File: src/rtl/mem_wb_stage_pkg.sv
// Shared definitions for the MEM/WB pipeline slice: FSM states, default widths
// and the payload bundle that travels from MEM into writeback.
package mem_wb_stage_pkg;

  localparam int DATA_W_DEF = 32;
  localparam int REG_AW_DEF = 5;

  typedef enum logic {
    IDLE,
    WAIT
  } state_t;

  typedef struct packed {
    logic                  write;
    logic                  mem_to_reg;
    logic [REG_AW_DEF-1:0] addr;
    logic [DATA_W_DEF-1:0] read_data;
    logic [DATA_W_DEF-1:0] alu_result;
  } mem_wb_payload_t;

endpackage

File: src/rtl/mem_wb_stage_if.sv
// Data-memory request/acknowledge bus. The pipeline stage is the master and
// the memory is the slave.
interface mem_wb_stage_if
  import mem_wb_stage_pkg::*;
#(
  parameter int DATA_W = DATA_W_DEF
);

  logic              req;
  logic              we;
  logic [DATA_W-1:0] addr;
  logic [DATA_W-1:0] wdata;
  logic              ack;
  logic [DATA_W-1:0] rdata;

  modport master (output req, we, addr, wdata, input ack, rdata);
  modport slave  (input req, we, addr, wdata, output ack, rdata);

endinterface

File: src/rtl/mem_wb_stage_reg.sv
// MEM/WB payload register: a clear (or reset) forces a bubble, otherwise the
// payload is captured only when load is asserted.
module mem_wb_reg
  import mem_wb_stage_pkg::*;
#(
  parameter type payload_t = mem_wb_payload_t
) (
  input  logic     clk,
  input  logic     rst,
  input  logic     clear,
  input  logic     load,
  input  payload_t d,
  output payload_t q
);

  always_ff @(posedge clk) begin
    if (rst || clear) begin
      q <= '0;
    end else if (load) begin
      q <= d;
    end
  end

endmodule

File: src/rtl/mem_wb_stage.sv
// MEM stage: performs the data-memory access over a req/ack handshake, stalls
// the front of the pipeline while it is outstanding, and feeds the MEM/WB register.
module mem_wb_stage
  import mem_wb_stage_pkg::*;
#(
  parameter int DATA_W = DATA_W_DEF,
  parameter int REG_AW = REG_AW_DEF
) (
  input  logic              clk,
  input  logic              rst,
  input  logic              write_EM,
  input  logic              MemtoReg_EM,
  input  logic              MemRead_EM,
  input  logic              MemWrite_EM,
  input  logic [REG_AW-1:0] Addr_EM,
  input  logic [DATA_W-1:0] Rt_data_EM,
  input  logic [DATA_W-1:0] ALUResult_EM,
  mem_wb_stage_if.master    dmem,
  output logic              stall,
  output logic              write_MW,
  output logic              MemtoReg_MW,
  output logic [REG_AW-1:0] Addr_MW,
  output logic [DATA_W-1:0] ReadData_MW,
  output logic [DATA_W-1:0] ALUResult_MW
);

  typedef struct packed {
    logic              write;
    logic              mem_to_reg;
    logic [REG_AW-1:0] addr;
    logic [DATA_W-1:0] read_data;
    logic [DATA_W-1:0] alu_result;
  } payload_t;

  state_t            state;
  logic              op_write;
  logic              op_mem_to_reg;
  logic [REG_AW-1:0] op_addr;
  logic              mem_op;
  logic              load;
  logic              clear;
  payload_t          payload_d;
  payload_t          payload_q;

  assign mem_op = MemRead_EM | MemWrite_EM;

  always_comb begin
    stall     = 1'b0;
    load      = 1'b0;
    clear     = 1'b0;
    payload_d = '0;
    if (state == IDLE) begin
      stall                = mem_op;
      load                 = ~mem_op;
      clear                = mem_op;
      payload_d.write      = write_EM;
      payload_d.mem_to_reg = MemtoReg_EM;
      payload_d.addr       = Addr_EM;
      payload_d.alu_result = ALUResult_EM;
    end else begin
      // The latched ALU result doubles as the bus address held during WAIT
      stall                = ~dmem.ack;
      load                 = dmem.ack;
      payload_d.write      = op_write;
      payload_d.mem_to_reg = op_mem_to_reg;
      payload_d.addr       = op_addr;
      payload_d.read_data  = dmem.we ? '0 : dmem.rdata;
      payload_d.alu_result = dmem.addr;
    end
  end

  always_ff @(posedge clk) begin
    if (rst) begin
      state         <= IDLE;
      op_write      <= 1'b0;
      op_mem_to_reg <= 1'b0;
      op_addr       <= '0;
      dmem.req      <= 1'b0;
      dmem.we       <= 1'b0;
      dmem.addr     <= '0;
      dmem.wdata    <= '0;
    end else begin
      case (state)
        IDLE: begin
          if (mem_op) begin
            op_write      <= write_EM;
            op_mem_to_reg <= MemtoReg_EM;
            op_addr       <= Addr_EM;
            dmem.req      <= 1'b1;
            dmem.we       <= MemWrite_EM & ~MemRead_EM;
            dmem.addr     <= ALUResult_EM;
            dmem.wdata    <= Rt_data_EM;
            state         <= WAIT;
          end
        end
        WAIT: begin
          if (dmem.ack) begin
            dmem.req <= 1'b0;
            state    <= IDLE;
          end
        end
        default: state <= IDLE;
      endcase
    end
  end

  mem_wb_reg #(
    .payload_t(payload_t)
  ) u_mem_wb_reg (
    .clk  (clk),
    .rst  (rst),
    .clear(clear),
    .load (load),
    .d    (payload_d),
    .q    (payload_q)
  );

  assign write_MW     = payload_q.write;
  assign MemtoReg_MW  = payload_q.mem_to_reg;
  assign Addr_MW      = payload_q.addr;
  assign ReadData_MW  = payload_q.read_data;
  assign ALUResult_MW = payload_q.alu_result;

endmodule

File: src/flat_wrapper.sv
// flat-port wrapper written by rule: the top's interface ports become plain ports
module mem_wb_stage_flat import mem_wb_stage_pkg::*;
#(
  parameter int DATA_W = DATA_W_DEF,
  parameter int REG_AW = REG_AW_DEF
)
  (clk, rst, write_EM, MemtoReg_EM, MemRead_EM, MemWrite_EM, Addr_EM, Rt_data_EM, ALUResult_EM, stall, write_MW, MemtoReg_MW, Addr_MW, ReadData_MW, ALUResult_MW, dmem_req, dmem_we, dmem_addr, dmem_wdata, dmem_ack, dmem_rdata);
  mem_wb_stage_if #(.DATA_W(DATA_W)) dmem_i ();
  input  logic clk;
  input  logic rst;
  input  logic write_EM;
  input  logic MemtoReg_EM;
  input  logic MemRead_EM;
  input  logic MemWrite_EM;
  input  logic [REG_AW-1:0] Addr_EM;
  input  logic [DATA_W-1:0] Rt_data_EM;
  input  logic [DATA_W-1:0] ALUResult_EM;
  output logic stall;
  output logic write_MW;
  output logic MemtoReg_MW;
  output logic [REG_AW-1:0] Addr_MW;
  output logic [DATA_W-1:0] ReadData_MW;
  output logic [DATA_W-1:0] ALUResult_MW;
  output wire logic [$bits(dmem_i.req)-1:0] dmem_req;
  output wire logic [$bits(dmem_i.we)-1:0] dmem_we;
  output wire logic [$bits(dmem_i.addr)-1:0] dmem_addr;
  output wire logic [$bits(dmem_i.wdata)-1:0] dmem_wdata;
  input wire logic [$bits(dmem_i.ack)-1:0] dmem_ack;
  input wire logic [$bits(dmem_i.rdata)-1:0] dmem_rdata;
  assign dmem_req = dmem_i.req;
  assign dmem_we = dmem_i.we;
  assign dmem_addr = dmem_i.addr;
  assign dmem_wdata = dmem_i.wdata;
  assign dmem_i.ack = dmem_ack;
  assign dmem_i.rdata = dmem_rdata;
  mem_wb_stage #(.DATA_W(DATA_W), .REG_AW(REG_AW)) u_core (.clk(clk), .rst(rst), .write_EM(write_EM), .MemtoReg_EM(MemtoReg_EM), .MemRead_EM(MemRead_EM), .MemWrite_EM(MemWrite_EM), .Addr_EM(Addr_EM), .Rt_data_EM(Rt_data_EM), .ALUResult_EM(ALUResult_EM), .dmem(dmem_i), .stall(stall), .write_MW(write_MW), .MemtoReg_MW(MemtoReg_MW), .Addr_MW(Addr_MW), .ReadData_MW(ReadData_MW), .ALUResult_MW(ALUResult_MW));
endmodule
File: config.mk
export PLATFORM = sky130hd
export DESIGN_NAME = mem_wb_stage_flat
export DESIGN_NICKNAME = d
export VERILOG_FILES = /design/src/rtl/mem_wb_stage_pkg.sv /design/src/rtl/mem_wb_stage_if.sv /design/src/rtl/mem_wb_stage_reg.sv /design/src/rtl/mem_wb_stage.sv /design/src/flat_wrapper.sv
export SDC_FILE = /design/constraint.sdc
export NUM_CORES = 1
export LEC_CHECK = 0
export BUFFER_PORTS_ARGS = -buffer_cell sky130_fd_sc_hd__buf_4
export CORE_MARGIN = 2
export CORE_UTILIZATION = 40
export CTS_CLUSTER_DIAMETER = 150
export DETAILED_ROUTE_END_ITERATION = 10
export PLACE_DENSITY = 0.74
export SLEW_MARGIN = 10
export SYNTH_ARGS = -nofsm -noshare
export SYNTH_HDL_FRONTEND = slang
export SYNTH_SLANG_ARGS = --single-unit
File: constraint.sdc
create_clock -name clk -period 1.7 [get_ports clk]
set_input_delay 0.085 -clock clk [delete_from_list [all_inputs] [get_ports clk]]
set_output_delay 0.085 -clock clk [all_outputs]
set_load 0.01 [all_outputs]
==> out/qor.csv, run 1 <==
metric,value,unit
synth-compound-area-share,17.82,%
crit_fanout,45,
avgRoutedWirePerCell,16.21,um
cp.arrival,1840,ps
p_int,6777,uW
synth_top_family_by_area,compound AO/OA/AOI/OAI gates,
yosys_warnings,0,
routabilityCongestion,0.7391,
synthAdderAreaFrac,0,%
grt_setup_unrepaired,false,
skew,5.653,ps
setup_tns,0,ps
ys.flop_type,dfxtp_1,
synthMuxAreaShare,8.080,%
final_nets,1044,
critPathRequiredTime,2020,ps
dieHeight,120.6,um
crit_type,register to register,
critPathMaxStageDelay,440,ps
cap_violations,0,
cts_buffers,17,
fillCellCount,1017,
slew_headroom,66.47,%
syn_inst,610,
synth_cell_types,20,
synth_edf_count,0,
grt_pass1_vias,5767,
clock-sinks,145,
synth_top_area_share,53.41,%
cts.clk_slew.worst_paths,60,ps
synth-xor-area-share,0,%
ys_ff_latch,145,
largest_register_ffs,71,
period_minus_slack,1517,ps
final_antenna_net_count,0,
p_clk_share,43.1,%
worstHoldPathType,input pin to register,
start_kind,register,
grt_pass1_wl,28610,um
num_vias,5727,
start_util,41.04,%
via_per_inst,5.086,
final_util,68.53,%
p_leak,0.004009,uW
drive_gt1_share,34.98,%
cpMaxStageDelayCell,buf_4,
wl,18250,um
numPortBuffers,245,
finalHoldViolations,0,
endpoint_kind,register,
cts_setup_buffers,0,
synth_area,5435,um^2
slew_violations,0,
status,"complete, no violations",
ioPinCount,246,
seq_area,2904,um^2
largestRegisters,"u_core.u_mem_wb_reg.q x71, u_core.dmem.addr x32, u_core.dmem.wdata x32",
clk_latency,420,ps
switching_share,24.43,%
dr.first_iter.drc_count,447,
comb_power_share,15.9,%
die_w,120.6,um
overflow,0,
ctsRootBufferMaster,clkbuf_16,
p_switching,2191,uW
fp.dieArea,14540,um^2
ys_top_cells_by_area,"dfxtp_1 (53%), nand2_1 (9.9%), mux2_2 (8.1%)",
flow.area_growth_from_synthesis,66.97,%
fin_crit_sh,89.24,%
synthTopCellsByCount,"dfxtp_1 (145), nand2_1 (143), a21oi_1 (74), nor2_1 (72)",
post_synth.cell_area_avg,8.910,um^2
multiInputGateArea,2270,um^2
ys_seq_area_share,53.41,%
antenna_found_initial,1,
final_area,9075,um^2
htreeDepth,4,
cts_buffer_depth,2,
whs,58.14,ps
hpwl,10640,um
tightest_slew,502.9,ps
grt_start_max_net_pins,73,
seqPwrFrac,41.1,%
finalSetupViolCount,0,
async_flop_share,0,%
grt_usage,24.73,%
fmax,659.2,MHz
power_density,988.3,nW/um^2
synth_top_cell_by_area,dfxtp_1,
cp_cell_sequence,"o21bai_4, buf_4, nand2_1, a21oi_1",
synth_fp_nets,718,
yosysMostFrequentCell,dfxtp_1,
fp-row-count,42,
core,13240,um^2
vdd_ir_drop_max,721.1,uV
regMostFlops,u_core.u_mem_wb_reg.q,
drtPass1Iterations,5,
remaining_drc_errors,0,
yosys.area_share.simple,15.54,%
placed_area,7405,um^2
cts_tree,yes,
## area by class of cell
cell class,instances,share of cell area [%]
Timing Repair Buffer,364,33.70
Sequential cell,145,32.00
Multi-Input combinational cell,407,25.01
Clock buffer,23,5.377
Tap cell,176,2.427
Clock inverter,9,1.420
Inverter,1,0.04136
Antenna cell,1,0.02757
## cell usage in the layout (no fill, tap or decap), drive strengths merged, types with 2 or more instances in the layout
cell         instances
buf                259
dfxtp              145
nand2              143
dlygate4sd3        105
a21oi               74
nor2                72
mux2                39
a22oi               39
a32oi               32
clkbuf              23
clkinv               4
bufinv               3
clkinvlp             2
## critical path, delay by kind of cell, from the launching register on
family,cells,cell delay [ps]
compound gates,2,390
buf+inv,1,440
flops,1,420
simple gates,1,140
## what timing repair did
action                    in CTS  in global routing
gates resized for setup        0                  0
hold buffers                 105                  0
hold endpoints to repair     143                  0
## logic make-up (layout without fill, tap and decap cells)
group                  Yosys count  after routing
AND/OR/NAND/NOR                220            220
AO/OA/AOI/OAI                  148            148
flip-flops                     145            145
buffers and inverters           58            397
multiplexers                    39             39
other                            0              1
## metal layers
metal  vias to the layer above  wire length [um]  share of wire [%]  GRT usage, %
met3                        35              1657                9.1         8.726
met4                         0               405                2.2         9.520
met5                         -                 0                  0             0
met2                       257              9032                 49         42.48
met1                      2683              7156                 39         28.09
li1                       2752                 -                  -             -
## per-stage QoR
stage / worst slack, ps / power (uW) / instances
2_1_floorplan: 454.4 / 4338 / 610
3_3_place_gp: 328.4 / 4935 / 988
3_5_place_dp: 287.6 / 4954 / 988
4_1_cts: 275.5 / 9004 / 1125
5_1_grt: 116.3 / 9326 / 1125
6_report: 182.9 / 8968 / 1126
## power by group through the flow
stage | clock network (uW) | registers (uW) | logic, uW
6_report | 3860 | 3680 | 1420
5_1_grt | 4090 | 3700 | 1530
4_1_cts | 3920 | 3680 | 1400
3_5_place_dp | 0 | 3750 | 1200
3_3_place_gp | 0 | 3750 | 1190
2_1_floorplan | 0 | 3810 | 526
## path summary, 6_finish.rpt
kind	from	end	slack, ps	cells after the start
worst min-delay path	MemWrite_EM	u_core.dmem.we	60	3
worst min register to register	u_core.op_addr[0]	u_core.op_addr[0]	450	2
worst max-delay path	u_core.state	u_core.dmem.wdata[18]	180	4
worst max register to register	u_core.state	u_core.dmem.wdata[18]	180	4
Note: power is estimated with default switching activity, not from simulation.
==> run 2, diff against run 1 <==
Settings changed: ABC_AREA set to 0, PLACE_DENSITY 0.74 to 0.71, SYNTH_HIERARCHICAL set to 1, TNS_END_PERCENT set to 100.
==> run 2 against run 1 <==
Combinational power rose by 16%. Core utilization decreased by 8.1 points. Largest cell class is now multi-input combinational cells. Worst hold slack worse by 50 ps. Critical path type unchanged. Register-to-register slack worse by 90 ps. Critical path depth rose by 1. Power barely moved. Final cell count rose by 4.3%.
==> out/qor.csv, run 2 <==
metric,value,unit,change
async_flop_share,0,%,unchanged
synth_edf_count,0,,unchanged
overflow,0,,unchanged
cp_cell_sequence,"buf_12, a21o_4, buf_12, mux2i_1, nor2_1",,"was o21bai_4, buf_4, nand2_1, a21oi_1"
fp.dieArea,17590,um^2,was 14540 um^2
grt_setup_unrepaired,false,,unchanged
die_w,132.6,um,was 120.6 um
slew_violations,0,,unchanged
grt_pass1_wl,26500,um,was 28610 um
placed_area,8502,um^2,was 7405 um^2
finalHoldViolations,0,,unchanged
htreeDepth,4,,unchanged
cp.depth,5,,was 4
diodes,0,,was 1
synth_cell_types,22,,was 20
synth_fp_nets,740,,was 718
synth-compound-area-share,0.8508,%,was 17.82%
final_nets,1049,,was 1044
yosys_warnings,6,,was 0
grt_usage,18.54,%,was 24.73%
largestRegisters,"u_core/u_mem_wb_reg/q x71, u_core/dmem.addr x32, u_core/dmem.wdata x32",,"was u_core.u_mem_wb_reg.q x71, u_core.dmem.addr x32, u_core.dmem.wdata x32"
dieHeight,132.6,um,was 120.6 um
p_total,8962,uW,was 8968 uW
switching_share,25.54,%,was 24.43%
cap_violations,0,,unchanged
synth-xor-area-share,0,%,unchanged
ctsRootBufferMaster,clkbuf_16,,unchanged
cp.arrival,1890,ps,was 1840 ps
dr.first_iter.drc_count,174,,was 447
core,16350,um^2,was 13240 um^2
tightest_slew,503.9,ps,was 502.9 ps
crit_type,register to register,,unchanged
synth_top_area_share,43.86,%,was 53.41%
final_antenna_net_count,0,,unchanged
antenna_found_initial,0,,was 1
status,"complete, no violations",,unchanged
seqPwrFrac,41.3,%,was 41.1%
ys_top_cells_by_area,"dfxtp_1 (44%), mux2i_1 (21%), nand2b_1 (13%)",,"was dfxtp_1 (53%), nand2_1 (9.9%), mux2_2 (8.1%)"
p_int,6673,uW,was 6777 uW
critPathTopFamily,buffers and inverters,,unchanged
crit_fanout,44,,was 45
flow.area_growth_from_synthesis,49.37,%,was 66.97%
cts_buffer_depth,2,,unchanged
slew_headroom,66.41,%,was 66.47%
ys_seq_area_share,43.86,%,was 53.41%
critPathMaxStageDelay,360,ps,was 440 ps
grt_pass1_vias,5327,,was 5767
synth_top_cell_by_area,dfxtp_1,,unchanged
whs_path_depth,2,,was 3
cts_setup_buffers,0,,unchanged
avgRoutedWirePerCell,14.09,um,was 16.21 um
vdd_ir_drop_max,657.6,uV,was 721.1 uV
numPortBuffers,245,,unchanged
synth_top_family_by_area,multiplexers,,was compound AO/OA/AOI/OAI gates
cts_tree,yes,,unchanged
grt_start_max_net_pins,68,,was 73
start_util,40.48,%,was 41.04%
final_common_cell,buf_4,,unchanged
yosys.area_share.simple,20.85,%,was 15.54%
critPathMostFrequentCell,buf_12,,
critical_path_buf_inv_count,2,,was 1
worstHoldPathType,input pin to register,,unchanged
drive_gt1_share,34.91,%,was 34.98%
multiInputGateArea,3311,um^2,was 2270 um^2
largest_register_ffs,71,,unchanged
ys.flop_type,dfxtp_1,,unchanged
seq_area,2904,um^2,unchanged
drtPass1Iterations,4,,was 5
hpwl,10320,um,was 10640 um
finalSetupViolCount,0,,unchanged
cpMaxStageDelayCell,dfxtp_2,,was buf_4
fin_crit_sh,94.27,%,was 89.24%
clock-sinks,145,,unchanged
critPathRequiredTime,1990,ps,was 2020 ps
final_cell_mix,"buf_4 (251), dfxtp_1 (144), nand2b_1 (142), mux2i_1 (142), dlygate4sd3_1 (81)",,"was buf_4 (254), dfxtp_1 (144), nand2_1 (143), dlygate4sd3_1 (105), a21oi_1 (74)"
whs,8.606,ps,was 58.14 ps
synthTopCellsByCount,"dfxtp_1 (145), mux2i_1 (142), nand2b_1 (142), nor2_1 (71), mux2_2 (39)",,"was dfxtp_1 (145), nand2_1 (143), a21oi_1 (74), nor2_1 (72)"
start_kind,register,,unchanged
via_per_inst,4.597,,was 5.086
p_switching,2289,uW,was 2191 uW
fp-row-count,47,,was 42
synthMuxAreaShare,28.11,%,was 8.080%
ioPinCount,246,,unchanged
skew,8.486,ps,was 5.653 ps
power_density,906.7,nW/um^2,was 988.3 nW/um^2
comb_power_share,18.4,%,was 15.9%
cts.clk_slew.worst_paths,60,ps,about the same
rr_worst_depth,5,,was 4
ys_ff_latch,145,,unchanged
clk_latency,410,ps,was 420 ps
setup_tns,0,ps,unchanged
syn_inst,632,,was 610
p_leak,0.004468,uW,was 0.004009 uW
yosysMostFrequentCell,dfxtp_1,,unchanged
final_area,9884,um^2,was 9075 um^2
synthAdderAreaFrac,0,%,unchanged
post_synth.cell_area_avg,10.47,um^2,was 8.910 um^2
endpoint_kind,register,,unchanged
num_vias,5397,,was 5727
regMostFlops,u_core/u_mem_wb_reg/q,,was u_core.u_mem_wb_reg.q
synth_area,6618,um^2,was 5435 um^2
cts_buffers,17,,unchanged
routabilityCongestion,0.7371,,was 0.7391
p_clk_share,40.3,%,was 43.1%
wl,16540,um,was 18250 um
fillCellCount,1377,,was 1017
fmax,624.0,MHz,was 659.2 MHz
remaining_drc_errors,0,,unchanged
period_minus_slack,1603,ps,was 1517 ps
[run 2: repair_timing]
action / in CTS / in global routing
hold endpoints to repair: 80 / 0
hold buffers: 81 / 0
gates resized for setup: 0 / 0
[run 2: layout make-up]
type	count	share of cell area, %
tap	220	2.785
inverter	2	0.07595
clock inverter	12	1.063
clock buffer	20	4.722
timing repair buffer	338	28.48
sequential	145	29.38
multi-input combinational	437	33.49
[run 2: kinds of logic (layout without fill, tap and decap cells)]
kind of cell / Yosys count / count (layout)
buffers and inverters: 50 / 372
flip-flops: 145 / 145
multiplexers: 181 / 181
AND/OR/NAND/NOR: 249 / 249
AO/OA/AOI/OAI: 7 / 7
[run 2: worst register-to-register path, stage by stage (launching register included)]
cell and delay, ps:
dfxtp_2 360, buf_12 260, a21o_4 200, buf_12 280
mux2i_1 340, nor2_1 60
[run 2: through the flow]
| step | util, % | instances | setup slack (ps) |
|---|---|---|---|
| 2_1_floorplan | - | 632 | 199.2 |
| 3_3_place_gp | 52.01 | 1061 | 163.9 |
| 3_5_place_dp | 52.01 | 1061 | 124.8 |
| 4_1_cts | 60.46 | 1174 | 127.7 |
| 5_1_grt | 60.46 | 1174 | 14.10 |
| 6_report | 60.46 | 1174 | 97.44 |
[run 2: power groups by stage]
stage                     clock network [uW]  logic, uW  registers (uW)
after floorplan                            0        873            3830
after global placement                     0       1500            3770
after detailed placement                   0       1510            3770
after CTS                               3700       1670            3700
after global routing                    3850       1780            3720
final                                   3610       1650            3700
[run 2: path summary, 6_finish.rpt]
check | startpoint | end | slack (ps)
setup / recovery | u_core/state | u_core/u_mem_wb_reg/q[2] | 100
hold / removal | rst | u_core/dmem.we | 9
setup reg to reg | u_core/state | u_core/u_mem_wb_reg/q[2] | 100
hold reg to reg | u_core/op_addr[3] | u_core/op_addr[3] | 470
[run 2: layer usage]
metal | track usage (%) | wire length [um] | vias to the layer above
li1 | - | - | 2697
met1 | 23.07 | 7456 | 2485
met2 | 30.02 | 7501 | 196
met4 | 6.213 | 277 | 0
met5 | 0 | 0 | -
met3 | 6.437 | 1306 | 19
==> run 3, diff against run 2 <==
Settings changed: PLACE_DENSITY 0.71 to 0.64.
==> run 3 against run 2 <==
Die area is the same. Sequential cell count did not move. Clock power is 16% higher. Non-clock buffer count up 4. Core utilization is 1.0 points higher. Final area grew 1.7%. Clock skew shrank 1.3 ps. Critical path type unchanged. Combinational power increased by 2%. Final cell count grew 0.26%. Largest cell class unchanged.
==> out/qor.csv, run 3 (synthesis gave the netlist of run 2 again) <==
metric,value,unit,change
status,"complete, no violations",,unchanged
crit_type,register to register,,unchanged
grt_setup_unrepaired,false,,unchanged
cts.clk_slew.worst_paths,60,ps,about the same
critPathTopFamily,simple AND/OR/NAND/NOR gates,,was buffers and inverters
post_cts_resized,0,,unchanged
setup_tns,0,ps,unchanged
skew,7.161,ps,was 8.486 ps
p_switching,2240,uW,was 2289 uW
hold_end,u_core/u_mem_wb_reg/q[54],,was u_core/dmem.we
dr.first_iter.drc_count,177,,was 174
final_common_cell,buf_4,,unchanged
largest_register_ffs,71,,unchanged
flow.area_growth_from_synthesis,51.84,%,was 49.37%
cp.arrival,1860,ps,was 1890 ps
ioPinCount,246,,unchanged
fmax,639.9,MHz,was 624.0 MHz
fillCellCount,1337,,was 1377
cpMaxStageDelayCell,dfxtp_2,,unchanged
hold_start,dmem_rdata[22],,was rst
crit_fanout,18,,was 44
rr_startpoint,u_core/state,,unchanged
grt_usage,19.95,%,was 18.54%
ctsRootBufferMaster,clkbuf_16,,unchanged
largestRegisters,"u_core/u_mem_wb_reg/q x71, u_core/dmem.addr x32, u_core/dmem.wdata x32",,unchanged
dieHeight,132.6,um,unchanged
grt_start_max_net_pins,83,,was 68
die_w,132.6,um,unchanged
cp_cell_sequence,"nor3_1, a21o_4, buf_12, mux2i_1, nor2_1",,"was buf_12, a21o_4, buf_12, mux2i_1, nor2_1"
vdd_ir_drop_max,669.9,uV,was 657.6 uV
via_per_inst,4.619,,was 4.597
routabilityCongestion,0.7470,,was 0.7371
diodes,0,,unchanged
cts_buffers,17,,unchanged
tightest_slew,506.2,ps,was 503.9 ps
htreeDepth,4,,unchanged
antenna_found_initial,0,,unchanged
worstHoldPathType,input pin to register,,unchanged
placed_area,8537,um^2,was 8502 um^2
grt_pass1_wl,28490,um,was 26500 um
r2r_end,u_core/u_mem_wb_reg/q[42],,was u_core/u_mem_wb_reg/q[2]
p_clk_share,43.7,%,was 40.3%
rr_worst_depth,5,,unchanged
seqPwrFrac,38.6,%,was 41.3%
p_leak,0.004540,uW,was 0.004468 uW
avgRoutedWirePerCell,15.06,um,was 14.09 um
power_density,954.5,nW/um^2,was 906.7 nW/um^2
layout_setup_ws,137.2,ps,was 97.44 ps
critPathMaxStageDelay,340,ps,was 360 ps
clock-sinks,145,,unchanged
endpoint_kind,register,,unchanged
fp.dieArea,17590,um^2,unchanged
start_kind,register,,unchanged
final_util,61.46,%,was 60.46%
fp-row-count,47,,unchanged
place_ws,117.3,ps,was 124.8 ps
overflow,0,,unchanged
r2r_slack,140,ps,was 100 ps
drive_gt1_share,34.90,%,was 34.91%
final_cell_mix,"buf_4 (250), dfxtp_1 (144), nand2b_1 (142), mux2i_1 (142), dlygate4sd3_1 (84)",,"was buf_4 (251), dfxtp_1 (144), nand2b_1 (142), mux2i_1 (142), dlygate4sd3_1 (81)"
critPathRequiredTime,2000,ps,was 1990 ps
core,16350,um^2,unchanged
critical_path_buf_inv_count,1,,was 2
grt_pass1_vias,5737,,was 5327
switching_share,23.36,%,was 25.54%
regMostFlops,u_core/u_mem_wb_reg/q,,unchanged
cts_tree,yes,,unchanged
final_antenna_net_count,0,,unchanged
hpwl,11660,um,was 10320 um
start_util,40.48,%,unchanged
comb_power_share,17.6,%,was 18.4%
remaining_drc_errors,0,,unchanged
num_vias,5437,,was 5397
p_int,7351,uW,was 6673 uW
final_area,10050,um^2,was 9884 um^2
cts_buffer_depth,2,,unchanged
clk_latency,410,ps,about the same
finalHoldViolations,0,,unchanged
cap_violations,0,,unchanged
whs_path_depth,4,,was 2
wl,17720,um,was 16540 um
slew_violations,0,,unchanged
period_minus_slack,1563,ps,was 1603 ps
drtPass1Iterations,4,,unchanged
finalSetupViolCount,0,,unchanged
slew_headroom,66.25,%,was 66.41%
final_nets,1053,,was 1049
fin_crit_sh,91.93,%,was 94.27%
numPortBuffers,245,,unchanged
## run 3: cell types whose count changed in the layout (fill, tap and decap cells not counted)
cell and change:
buf_4 -1, buf_12 +2, bufinv_16 +4, clkinvlp_4 -1, dlygate4sd3_1 +3, nor2b_1 -1, clkbuf_8 +2, clkinv_2 -3
nor2b_2 +1, inv_6 -3
## run 3: stage by stage
stage | total power (uW) | hold WS (ps) | cells
after floorplan | 4708 | 188.8 | 632
after global placement | 5268 | 303.8 | 1062
after detailed placement | 5317 | 303.9 | 1062
after CTS | 9733 | 0.4373 | 1177
after global routing | 10010 | 28.56 | 1177
final | 9592 | 17.64 | 1177
## run 3: worst register-to-register path, stage by stage, from the launching register on
cell and delay, ps:
dfxtp_2 340, nor3_1 300, a21o_4 290, buf_12 220, mux2i_1 230, nor2_1 60
## run 3: worst max path at each step
stage,to,cells past startpoint,startpoint
6_report,u_core/u_mem_wb_reg/q[42],5,u_core/state
3_5_place_dp,u_core/u_mem_wb_reg/q[42],5,u_core/state
4_1_cts,stall,3,u_core/state
2_1_floorplan,u_core/u_mem_wb_reg/q[0],7,u_core/state
5_1_grt,u_core/u_mem_wb_reg/q[42],5,u_core/state
3_3_place_gp,u_core/u_mem_wb_reg/q[24],5,u_core/state
## run 3: what timing repair did
item                                   in CTS  in global routing
endpoints found under the hold margin      84                  0
hold buffers                               84                  0
buffers inserted                            0                  0
## run 3: power by group through the flow
stage                     Clock, uW  Sequential (uW)  Combinational (uW)
after floorplan                   0             3830                 873
after global placement            0             3770                1500
after detailed placement          0             3780                1540
after CTS                      4320             3700                1710
after global routing           4470             3730                1810
final                          4200             3700                1690
## run 3: layout make-up
cell class	count	area, um^2	area share, %
Clock buffer	22	494.2	4.918
Tap cell	220	275.3	2.739
Inverter	2	7.507	0.07471
Timing Repair Buffer	342	2878	28.64
Multi-Input combinational cell	437	3313	32.97
Clock inverter	9	176.4	1.756
Sequential cell	145	2904	28.90
## run 3: layer usage
metal / global-route usage, % / share of wire [%] / up-vias / routed length [um]
li1: - / - / 2694 / -
met1: 23.01 / 43 / 2531 / 7665
met2: 35.18 / 49 / 181 / 8605
met3: 5.402 / 6.0 / 31 / 1063
met4: 7.646 / 2.2 / 0 / 386
met5: 0 / 0 / - / 0
